$ cat src/rtl/game_sprite_motion_sequencer.sv
// Launch/bounce/relaunch sequencer for one sprite control block.
// Reflects speed at screen edges; bottom exit optionally means "ball lost".
//
// state      | meaning
// IDLE       | parked, waiting for start
// LOAD_XY    | one-cycle load of launch position
// LOAD_DXY   | one-cycle load of launch speed
// RUN        | motion enabled, watching edges
// REFLECT    | motion paused, one-cycle load of reflected speed
// LOST       | bottom exit seen, lost pulse, relaunch timer loaded
// WAIT       | relaunch timer counting down to zero
module game_sprite_motion_sequencer #(
  parameter int X_WIDTH         = 10,
  parameter int Y_WIDTH         = 10,
  parameter int DX_WIDTH        = 2,
  parameter int DY_WIDTH        = 2,
  parameter int SCREEN_W        = 640,
  parameter int SCREEN_H        = 480,
  parameter int SPRITE_W        = 8,
  parameter int SPRITE_H        = 8,
  parameter int START_X         = 320,
  parameter int START_Y         = 240,
  parameter int START_DX        = 1,
  parameter int START_DY        = 1,
  parameter int EXIT_BOTTOM     = 1,
  parameter int RELAUNCH_CYCLES = 1000
) (
  input  logic                clk,
  input  logic                reset,
  input  logic                start,
  input  logic                stop,
  input  logic [X_WIDTH-1:0]  sprite_x,
  input  logic [Y_WIDTH-1:0]  sprite_y,
  output logic                sprite_write_xy,
  output logic                sprite_write_dxy,
  output logic [X_WIDTH-1:0]  sprite_write_x,
  output logic [Y_WIDTH-1:0]  sprite_write_y,
  output logic [DX_WIDTH-1:0] sprite_write_dx,
  output logic [DY_WIDTH-1:0] sprite_write_dy,
  output logic                sprite_enable_update,
  output logic                busy,
  output logic                lost,
  output logic [7:0]          bounce_count
);

  localparam int CNT_W = (RELAUNCH_CYCLES > 1) ? $clog2(RELAUNCH_CYCLES) : 1;
  localparam logic [DX_WIDTH-1:0] START_DX_V = DX_WIDTH'(START_DX);
  localparam logic [DY_WIDTH-1:0] START_DY_V = DY_WIDTH'(START_DY);
  localparam logic [CNT_W-1:0]    RELOAD_V   = CNT_W'(RELAUNCH_CYCLES - 1);
  localparam logic signed [X_WIDTH+1:0] X_EDGE = (X_WIDTH+2)'(SCREEN_W - SPRITE_W);
  localparam logic signed [Y_WIDTH+1:0] Y_EDGE = (Y_WIDTH+2)'(SCREEN_H - SPRITE_H);

  typedef enum logic [2:0] {
    S_IDLE, S_LOAD_XY, S_LOAD_DXY, S_RUN, S_REFLECT, S_LOST, S_WAIT
  } state_t;

  state_t              state_q, state_d;
  logic [DX_WIDTH-1:0] dx_q, dx_d;
  logic [DY_WIDTH-1:0] dy_q, dy_d;
  logic [7:0]          bounce_q, bounce_d;
  logic [CNT_W-1:0]    cnt_q, cnt_d;
  logic                write_xy_q, write_xy_d;
  logic                write_dxy_q, write_dxy_d;
  logic                enable_q, enable_d;
  logic                busy_q, busy_d;
  logic                lost_q, lost_d;

  // Signed views widened by two bits so edge limits and |speed| never overflow.
  logic signed [X_WIDTH+1:0] x_s, dx_s;
  logic signed [Y_WIDTH+1:0] y_s, dy_s;
  logic hit_l, hit_r, hit_t, hit_b;

  assign x_s  = $signed({2'b00, sprite_x});
  assign y_s  = $signed({2'b00, sprite_y});
  assign dx_s = (X_WIDTH+2)'($signed(dx_q));
  assign dy_s = (Y_WIDTH+2)'($signed(dy_q));

  assign hit_l = dx_q[DX_WIDTH-1] && (x_s <= -dx_s);
  assign hit_r = !dx_q[DX_WIDTH-1] && (dx_q != '0) && (x_s >= X_EDGE - dx_s);
  assign hit_t = dy_q[DY_WIDTH-1] && (y_s <= -dy_s);
  assign hit_b = !dy_q[DY_WIDTH-1] && (dy_q != '0) && (y_s >= Y_EDGE - dy_s);

  // Most-negative speed has no positive twin; clamp it to +max.
  function automatic logic [DX_WIDTH-1:0] neg_dx(input logic [DX_WIDTH-1:0] v);
    if (v == {1'b1, {(DX_WIDTH-1){1'b0}}}) neg_dx = {1'b0, {(DX_WIDTH-1){1'b1}}};
    else                                   neg_dx = -v;
  endfunction

  function automatic logic [DY_WIDTH-1:0] neg_dy(input logic [DY_WIDTH-1:0] v);
    if (v == {1'b1, {(DY_WIDTH-1){1'b0}}}) neg_dy = {1'b0, {(DY_WIDTH-1){1'b1}}};
    else                                   neg_dy = -v;
  endfunction

  always_comb begin
    state_d  = state_q;
    dx_d     = dx_q;
    dy_d     = dy_q;
    bounce_d = bounce_q;
    cnt_d    = cnt_q;
    if (stop) begin
      state_d = S_IDLE;
    end else begin
      case (state_q)
        S_IDLE: if (start) begin
          state_d  = S_LOAD_XY;
          bounce_d = 8'd0;
          dx_d     = START_DX_V;
          dy_d     = START_DY_V;
        end
        S_LOAD_XY:  state_d = S_LOAD_DXY;
        S_LOAD_DXY: state_d = S_RUN;
        S_RUN: begin
          if (hit_b && (EXIT_BOTTOM != 0)) begin
            state_d = S_LOST;
          end else if (hit_l || hit_r || hit_t || hit_b) begin
            state_d = S_REFLECT;
            if (hit_l || hit_r) dx_d = neg_dx(dx_q);
            if (hit_t || hit_b) dy_d = neg_dy(dy_q);
            if (bounce_q != 8'hFF) bounce_d = bounce_q + 8'd1;
          end
        end
        S_REFLECT: state_d = S_RUN;
        S_LOST: begin
          state_d = S_WAIT;
          cnt_d   = RELOAD_V;
        end
        S_WAIT: begin
          if (cnt_q == '0) begin
            state_d = S_LOAD_XY;
            dx_d    = START_DX_V;
            dy_d    = START_DY_V;
          end else begin
            cnt_d = cnt_q - 1'b1;
          end
        end
        default: state_d = S_IDLE;
      endcase
    end

    // Outputs decode the next state so they line up with the state register.
    write_xy_d  = (state_d == S_LOAD_XY);
    write_dxy_d = (state_d == S_LOAD_DXY) || (state_d == S_REFLECT);
    enable_d    = (state_d == S_RUN);
    busy_d      = (state_d != S_IDLE);
    lost_d      = (state_d == S_LOST);
  end

  always_ff @(posedge clk or posedge reset) begin
    if (reset) begin
      state_q     <= S_IDLE;
      dx_q        <= START_DX_V;
      dy_q        <= START_DY_V;
      bounce_q    <= 8'd0;
      cnt_q       <= '0;
      write_xy_q  <= 1'b0;
      write_dxy_q <= 1'b0;
      enable_q    <= 1'b0;
      busy_q      <= 1'b0;
      lost_q      <= 1'b0;
    end else begin
      state_q     <= state_d;
      dx_q        <= dx_d;
      dy_q        <= dy_d;
      bounce_q    <= bounce_d;
      cnt_q       <= cnt_d;
      write_xy_q  <= write_xy_d;
      write_dxy_q <= write_dxy_d;
      enable_q    <= enable_d;
      busy_q      <= busy_d;
      lost_q      <= lost_d;
    end
  end

  assign sprite_write_xy      = write_xy_q;
  assign sprite_write_dxy     = write_dxy_q;
  assign sprite_write_x       = X_WIDTH'(START_X);
  assign sprite_write_y       = Y_WIDTH'(START_Y);
  assign sprite_write_dx      = dx_q;
  assign sprite_write_dy      = dy_q;
  assign sprite_enable_update = enable_q;
  assign busy                 = busy_q;
  assign lost                 = lost_q;
  assign bounce_count         = bounce_q;

endmodule

$ cat config.mk
export PLATFORM = sky130hd
export DESIGN_NAME = game_sprite_motion_sequencer
export DESIGN_NICKNAME = d
export VERILOG_FILES = /design/src/rtl/game_sprite_motion_sequencer.sv
export SDC_FILE = /design/constraint.sdc
export NUM_CORES = 1
export LEC_CHECK = 0
export ABC_AREA = 1
export BUFFER_PORTS_ARGS = -buffer_cell sky130_fd_sc_hd__buf_2
export CAP_MARGIN = 30
export CORE_ASPECT_RATIO = 1.5
export CORE_MARGIN = 2
export CORE_UTILIZATION = 54
export CTS_CLUSTER_DIAMETER = 150
export DETAILED_ROUTE_END_ITERATION = 6
export PLACE_DENSITY_LB_ADDON = 0.08
export SYNTH_ARGS = -nofsm -noshare
export SYNTH_HDL_FRONTEND = slang
export SYNTH_SLANG_ARGS = --single-unit
$ cat constraint.sdc
create_clock -name clk -period 2.9 [get_ports clk]
set_input_delay 0.435 -clock clk [delete_from_list [all_inputs] [get_ports clk]]
set_output_delay 0.435 -clock clk [all_outputs]
set_load 0.02 [all_outputs]
After elaboration in Yosys (flattened, before gate mapping)
Index checks and enable logic that the tools add are counted.
- reductions and logical operators: 26
- add/sub/neg operators: 8
- eq/ne operators: 22
- multiplexer cells: 25
- bitwise logic cells: 1
- order comparisons: 4
- operator list (operator ; number):
    $mux 8 ; 4
    $le 11x12->1 ; 2
    $neg 2->12 ; 2
    $mux 2 ; 10
    $pmux 10 s2 ; 1
    $pmux 3 s6 ; 1
    $ne 2x2->1 const B ; 8
    $pmux 8 s2 ; 1
    $eq 3x3->1 const B ; 5
    $mux 3 ; 5
    $reduce_and 7->1 ; 2
    $eq 3x2->1 const B ; 4
    $ge 11x12->1 ; 1
    $pmux 2 s3 ; 2
    $sub 11x2->12 const A ; 1
    $ge 11x11->1 ; 1
    $sub 10x2->11 const A ; 1
    $logic_not 10->1 ; 1
    $mux 10 ; 1
    $sub 10x1->10 const B ; 1
    $add 8x1->8 const B ; 1
    $ne 8x8->1 const B ; 1
    $reduce_bool 2->1 ; 4
    $eq 3x1->1 const B ; 2
    other kinds (11) ; 24
- input port bits: 24
- register bits after elaboration: 30
- output and inout port bits: 37
- word-level logic and storage cells: 96

Logic depth before layout (Yosys ltp)
Gate-level depths: netlist (run 1).
- depth after elaboration: 12
- mapped depth: 20
- gate-level depth less buffers: 20

Worst setup path before layout (run 1)
Ideal clock, no wire load.
- kind: reg2reg
- from: register dy_q[0], in the netlist sprite_write_dy[0]
- to: register bounce_q[0], in the netlist bounce_count[0]
- data required time: 2782 ps
- stages on the path, launching flop included: 18
- path buffers: 1
- library setup time: 118 ps
- arrival: 2394 ps
- period minus slack after synthesis: 2512 ps
- slack: 388 ps
- path through: dfstp_2 -> ha_1 -> inv_1 -> ha_1 -> nand2_1 -> nor2_1 -> nand3_1 -> nor3_1 -> nand3_1 -> nand2_1 -> nand2_2 -> nand3_4 -> nor2_8 -> nor2_4 -> nand2_4 -> buf_8 -> nand2_2 -> o21ai_2
- cells in the longest elaborated chain, start to end: 7
- elaborated cells between the ends (all ways): 13
- classes of those cells: add/sub: 2; order compare: 2; eq/ne: 2; reduce/logical: 7
- RTL lines (item ; RTL line ; text):
    start, declared ; 59 ; logic [DY_WIDTH-1:0] dy_q, dy_d;
    start signal, assigned ; 163 ; dy_q <= dy_d;
    branches (longest 6 deep; another with $sub 10x2->11) ; - ;
    $reduce_and 6->1 (no line) * ; - ;
    end signal, assigned ; 164 ; bounce_q <= bounce_d;
    end, declared ; 60 ; logic [7:0] bounce_q, bounce_d;
Every way passes the cells marked *.
A chain may end at the register's enable or synchronous reset.

Final worst setup path (run 1)
- from: register dy_q[0], in the netlist sprite_write_dy[0]
- to: register bounce_q[5], in the netlist bounce_count[5]
The elaborated chain is that of the path after synthesis.

==> run_results.csv, run 1 <==
group,metric,value,unit
timing,finalSetupViolations,0,
logic_synthesis,synth_cells,352,
clock_network,h-tree-depth,2,
logic_synthesis,synth_warnings,0,
timing,layout_min_cycle_time,2670,ps
power_and_ir_drop,seq_power_share,0.369,
floorplanning,fp.dieH,88.2,um
critical_path,rr_startpoint,"sprite_write_dy[0]",
logic_synthesis,async_flop_share,1.00,
detailed_routing,avgViaCountPerCell,5.00,
critical_path,arrival,2840,ps
logic_synthesis,synth.cell_area,2550,um2
clock_network,cts_tree,"built",
clock_network,clkSinkCount,30,
detailed_routing,remaining_drc_errors,0,
layout,drive_gt1_frac,0.221,
power_and_ir_drop,clkPwrFrac,0.234,
critical_path,worst-path-max-fanout,13,
timing,slew_violations,0,
power_and_ir_drop,p_per_area,515,nW/um2
power_and_ir_drop,vdd_drop_max,417,uV
placement,portBuffers,40,
job,max_cap_viol_count,0,
clock_network,cts_made_buffers,5,
clock_network,root_buffer,"clkbuf_8",
floorplanning,floorplan.initialDensity,0.561,
power_and_ir_drop,p_switching,0.592,mW
detailed_routing,dr_total_vias,2316,
clock_network,cts-hold-fix-buffers,0,
placement,gp_congestion,0.860,
timing,worst_pin_slew,527,ps
critical_path,endpoint_kind,"register",
global_route,grt_pass1_wl,8700,um
logic_synthesis,synth-edff-count,0,
global_route,grt.total_usage,0.213,
floorplanning,die_w,60.1,um
power_and_ir_drop,p_leak,1.57,nW
critical_path,crit_type,"reg -> reg",
detailed_routing,dr.pass1.iters,7,
timing,hold_viol,0,
logic_synthesis,synth.top_cells.by_count,"75 x nand2_1, 40 x inv_1, 33 x nor2_1",
status,status,"completed",
placement,dp_hpwl,4130,um
detailed_routing,drt_iter0_markers,94,
floorplanning,core-area,4540,um2
layout,n_antenna_cell,0,
floorplanning,die-area,5300,um2
timing,fin_hold_ws,219,ps
logic_synthesis,yosysMostFrequentCell,"nand2_1",
logic_synthesis,synth_area_leader_cell,"dfrtp_1",
layout,final-seq-area,753,um2
global_route,antenna_found_initial,0,
logic_synthesis,synth_seq_area_share,0.295,
layout,fin_cells,463,
min_path,hold_class,"in -> async",
critical_path,critPathLaunchType,"register",
global_route,grt_start_max_net_pins,31,
timing,finalCritPeriodShare,0.922,
timing,finalClockSkew,4.91,ps
layout,nNetsFinal,443,
power_and_ir_drop,internal_power,0.881,mW
critical_path,crit_required,3070,ps
logic_synthesis,avgSynthCellArea,7.24,um2
global_route,overflow,0,
clock_network,cts_buffer_depth,2,
clock_network,clock_latency,280,ps
detailed_routing,route.antenna.remaining_nets,0,
timing,tns,0,ps
detailed_routing,wl,5200,um
layout,multi_input_area,1550,um2
global_route,grt_pass1_vias,2154,
clock_network,clk_pin_slew,60,ps
logic_synthesis,synth-seq-cells,30,
layout,fillerInstances,444,
detailed_routing,post_drt_wl_per_cell,11.2,um
floorplanning,ios,61,
timing,rsz0062_at_grt,"no",
layout,fin_util,0.630,
logic_synthesis,synth_cell_types,38,
layout,synthToLayoutAreaGrowth,12.2,%
power_and_ir_drop,p_sw_frac,0.402,
critical_path,critPathLaunch,"sprite_write_dy[0]",
floorplanning,rows,30,
placement,dp_cells,455,
power_and_ir_drop,combPwrFrac,0.397,
logic_synthesis,synth.top_cell.area_share,0.275,
timing,fmax,374,MHz
logic_synthesis,netlist_top_cells_area,"dfrtp_1 27%, nand2_1 11%, ha_1 10%",
timing,max_slew_margin,0.649,
logic_synthesis,ys.flop_type,"dfrtp_1",
## path summary, 6_finish.rpt
kind | to | slack (ps) | cells past startpoint
min | bounce_count[1] | 220 | 3
min reg2reg | sprite_write_dy[0] | 520 | 2
max | bounce_count[5] | 230 | 17
max reg2reg | bounce_count[5] | 230 | 17
min in group clk | state_q[0] | 440 | 2
max in group asynchronous | sprite_write_dx[0] | 2370 | 3
## power groups by stage
stage                     registers [mW]  logic (mW)  clock network, mW
after floorplan                    0.570       0.432                  0
after global placement             0.550       0.558                  0
after detailed placement           0.551       0.567                  0
after CTS                          0.543       0.571              0.358
after global routing               0.553       0.666              0.374
final                              0.544       0.585              0.345
## logic make-up (layout without fill, tap and decap cells)
family,count (synthesis),in the layout,share of synthesized area
compound gates,47,47,0.107
xor+xnor,5,5,0.0172
fa+ha+maj,21,21,0.103
buf+inv,67,96,0.132
flops,30,30,0.295
other cells,2,20,0.00295
simple gates,180,180,0.342
## layer usage
| metal | routed length [um] | global-route usage | vias to the layer above |
|---|---|---|---|
| li1 | - | - | 1206 |
| met1 | 2050 | 0.219 | 1051 |
| met2 | 2880 | 0.403 | 45 |
| met3 | 146 | 0.0266 | 14 |
| met4 | 129 | 0.109 | 0 |
| met5 | 0 | 0 | - |
## cell type report
cell class                      instances  area share
Clock inverter                          1     0.00175
Sequential cell                        30       0.263
Clock buffer                            7      0.0302
Inverter                               46      0.0604
Multi-Input combinational cell        273       0.541
Tap cell                               64      0.0280
Timing Repair Buffer                   42      0.0752
## stage by stage
stage	cell area, um2	total power, mW	worst slack [ps]
floorplan	2620	1.00	388
global placement	2750	1.11	178
detailed placement	2750	1.12	126
global route	2860	1.59	9.23
CTS	2840	1.47	118
finish	2860	1.47	226
## layout by cell type (no fill, tap or decap), drive strengths merged
master	instances
dfrtp	28
dfstp	2
ha	21
o21bai	2
clkinv	1
xnor2	1
or2	3
clkbuf	7
nand2	84
nor3	9
nand4	11
o21ai	29
inv	46
buf	42
xor2	4
a21oi	9
nand3	27
o21a	1
nand3b	2
nor3b	1
o31ai	1
nor2	42
a21boi	2
and2	1
conb	20
a31oi	2
o211ai	1
## state kept, by name (all words and copies together), names as in the netlist
register / count
cnt_q: 10
bounce_count: 8
state_q: 3
sprite_write_dx: 2
sprite_write_dy: 2
busy: 1
lost: 1
sprite_enable_update: 1
sprite_write_dxy: 1
sprite_write_xy: 1
## what timing repair did
action,in CTS,in global routing
buffers inserted,0,0
endpoints found under the setup margin,0,11
gates resized for setup,0,5
## critical path, cell delays in order (launching register included)
cell and delay (ps):
dfstp_2 570, ha_1 300, inv_2 100, ha_1 270, a21boi_1 150, nand2_1 110, nor2_1 100, nand2_1 50
nand4_1 90, nand2_1 70, nand2_2 90, nand3_4 100, nor2_8 170, nor2_4 70, nand2_8 120, inv_1 90
nand2_1 60, nand2_1 50
Power figures use the tool's default switching activity.
==> run 2: changes to the inputs <==
Settings changed: BUFFER_PORTS_ARGS -buffer_cell sky130_fd_sc_hd__buf_2 to unset, CORE_UTILIZATION 54 to 60, DONT_BUFFER_PORTS set to 1.
Clock period 2.9 ns to 2.5 ns, I/O delays scaled along.
==> run 2 against run 1 <==
Net effect:
- critical path depth unchanged
- global-route usage increased by 3.9 points
- clock skew about the same
- utilization increased by 14 points
- worst hold slack got worse by 170 ps
- largest cell class unchanged
- the flow now finishes with violations (design-rule violations, negative setup slack)
- wire length increased by 19%
- count of clock-buffer cells in the layout increased by 1
- sequential cell count unchanged
- register-to-register slack got worse by 310 ps
- first-iteration DRC count increased by 31%
- die area decreased by 9.4%
- highest routed layer unchanged
==> run_results.csv, run 2 (same netlist as run 1, synthesis figures left out) <==
group,metric,value,unit
critical_path,arrival,2750,ps
floorplanning,fp.dieH,83.8,um
floorplanning,ios,61,
critical_path,critPathLaunchType,"register",
critical_path,crit_required,2670,ps
clock_network,clock_latency,270,ps
timing,finalWorstSetupSlack,-80.8,ps
global_route,grt_pass1_vias,2354,
power_and_ir_drop,p_per_area,602,nW/um2
floorplanning,die_w,57.2,um
timing,rsz0062_at_grt,"yes",
layout,drive_gt1_frac,0.326,
placement,dp_slack,-131,ps
timing,finalCritPeriodShare,1.03,
floorplanning,core-area,4170,um2
clock_network,clkSinkCount,30,
layout,fin_util,0.768,
min_path,hold_class,"in -> async",
timing,hold_viol,0,
timing,slew_violations,0,
layout,largest_reg_flops,10,
floorplanning,rows,29,
critical_path,worst-path-max-fanout,5,
global_route,overflow,0,
power_and_ir_drop,p_leak,1.58,nW
detailed_routing,route.antenna.remaining_nets,0,
clock_network,cts_tree,"built",
critical_path,worstPathCellList,"ha_4 -> inv_4 -> ha_4 -> nand3_4 -> nor3_4 -> nand3_2 -> nand2_1 -> nand2_1 -> nand3_2 -> nand2_2 -> nand2_4 -> nor2_8 -> nor2_4 -> nand2_4 -> buf_12 -> nand2_4 -> o21ai_2",
global_route,grt.total_usage,0.252,
layout,synthToLayoutAreaGrowth,25.7,%
placement,dp_hpwl,4240,um
critical_path,crit_slowest_cell,"dfstp_2",
detailed_routing,wl,6190,um
detailed_routing,post_drt_wl_per_cell,14.2,um
timing,finalClockSkew,5.13,ps
layout,nNetsFinal,434,
detailed_routing,remaining_drc_errors,3,
job,max_cap_viol_count,0,
floorplanning,floorplan.initialDensity,0.611,
status,status,"finished with violations",
timing,layout_min_cycle_time,2580,ps
clock_network,cts_buffer_depth,2,
clock_network,root_buffer,"clkbuf_8",
timing,fmax,387,MHz
placement,portBuffers,0,
layout,top_register,"cnt_q",
detailed_routing,avgViaCountPerCell,5.50,
layout,final_common_cell,"nand2_1",
status,violations,"design-rule violations, negative setup slack",
layout,n_antenna_cell,0,
clock_network,clk_pin_slew,60,ps
global_route,grt_start_max_net_pins,31,
global_route,antenna_found_initial,0,
critical_path,max_stage_delay,570,ps
critical_path,endpoint_kind,"register",
placement,gp_congestion,0.929,
timing,finalSetupViolations,9,
layout,layout_common_cells,"62 x nand2_1, 32 x inv_1, 30 x buf_4",
critical_path,critPathMostFrequentCell,"nand2_4",
detailed_routing,dr_total_vias,2397,
detailed_routing,drt_iter0_markers,123,
clock_network,h-tree-depth,2,
critical_path,crit_type,"reg -> reg",
clock_network,cts_made_buffers,5,
power_and_ir_drop,vdd_drop_max,547,uV
floorplanning,die-area,4800,um2
detailed_routing,dr.pass1.iters,7,
clock_network,cts-hold-fix-buffers,0,
global_route,grt_pass1_wl,9680,um
power_and_ir_drop,power,1.93,mW
==> run 2: what timing repair did <==
item | in CTS | in global routing
gates cloned | 1 | 0
resized for setup | 27 | 45
pin swaps | 19 | 38
setup endpoints to repair | 15 | 20
buffers inserted | 4 | 4
hold endpoints to repair | 0 | 0
==> run 2: final cells by class <==
type,instances,area [um2]
clock buffer,8,90.1
sequential,30,753
multi-input combinational,274,1860
inverter,46,185
timing repair buffer,32,256
fill,324,968
tap,46,57.6
==> run 2: worst max-delay path: cells and delay by family, from the launching register on <==
kind                       cells  cell delay (ps)
and+or+nand+nor               12             1200
AOI/OAI and AO/OA              1               50
buffers and inverters          2              220
DFF                            1              570
adders and majority gates      2              430
==> run 2: final timing paths <==
kind | start | end | slack, ps | cells past startpoint
hold / removal | reset | bounce_count[0] | 50 | 2
min in group clk | stop | state_q[1] | 160 | 1
setup reg to reg | sprite_write_dx[0] | bounce_count[1] | -80 | 17
max in group asynchronous | reset | sprite_write_dy[0] | 2110 | 2
setup / recovery | sprite_write_dx[0] | bounce_count[1] | -80 | 17
hold reg to reg | cnt_q[4] | cnt_q[4] | 500 | 1
==> run 2: metal layers <==
layer	track usage	vias to the layer above	routed length, um
li1	-	1190	-
met1	0.253	1138	2320
met2	0.494	56	3550
met3	0.0403	13	196
met4	0.0973	0	122
met5	0	-	0
==> run 2: report_power, final <==
part           switching (mW)  internal, mW  leakage [nW]
combinational           0.515         0.361          1.14
sequential             0.0878         0.571         0.393
clock                   0.171         0.224        0.0455
==> run 2: per-stage QoR <==
| step | hold WS [ps] | TNS, ps | std cells | area, um2 |
|---|---|---|---|---|
| after global routing | 91.2 | -2280 | 436 | 3200 |
| after floorplan | 440 | 0 | 370 | 2620 |
| after global placement | 360 | -584 | 419 | 2700 |
| final | 53.2 | -518 | 436 | 3200 |
| after CTS | 66.1 | -290 | 432 | 2950 |
| after detailed placement | 361 | -825 | 419 | 2700 |
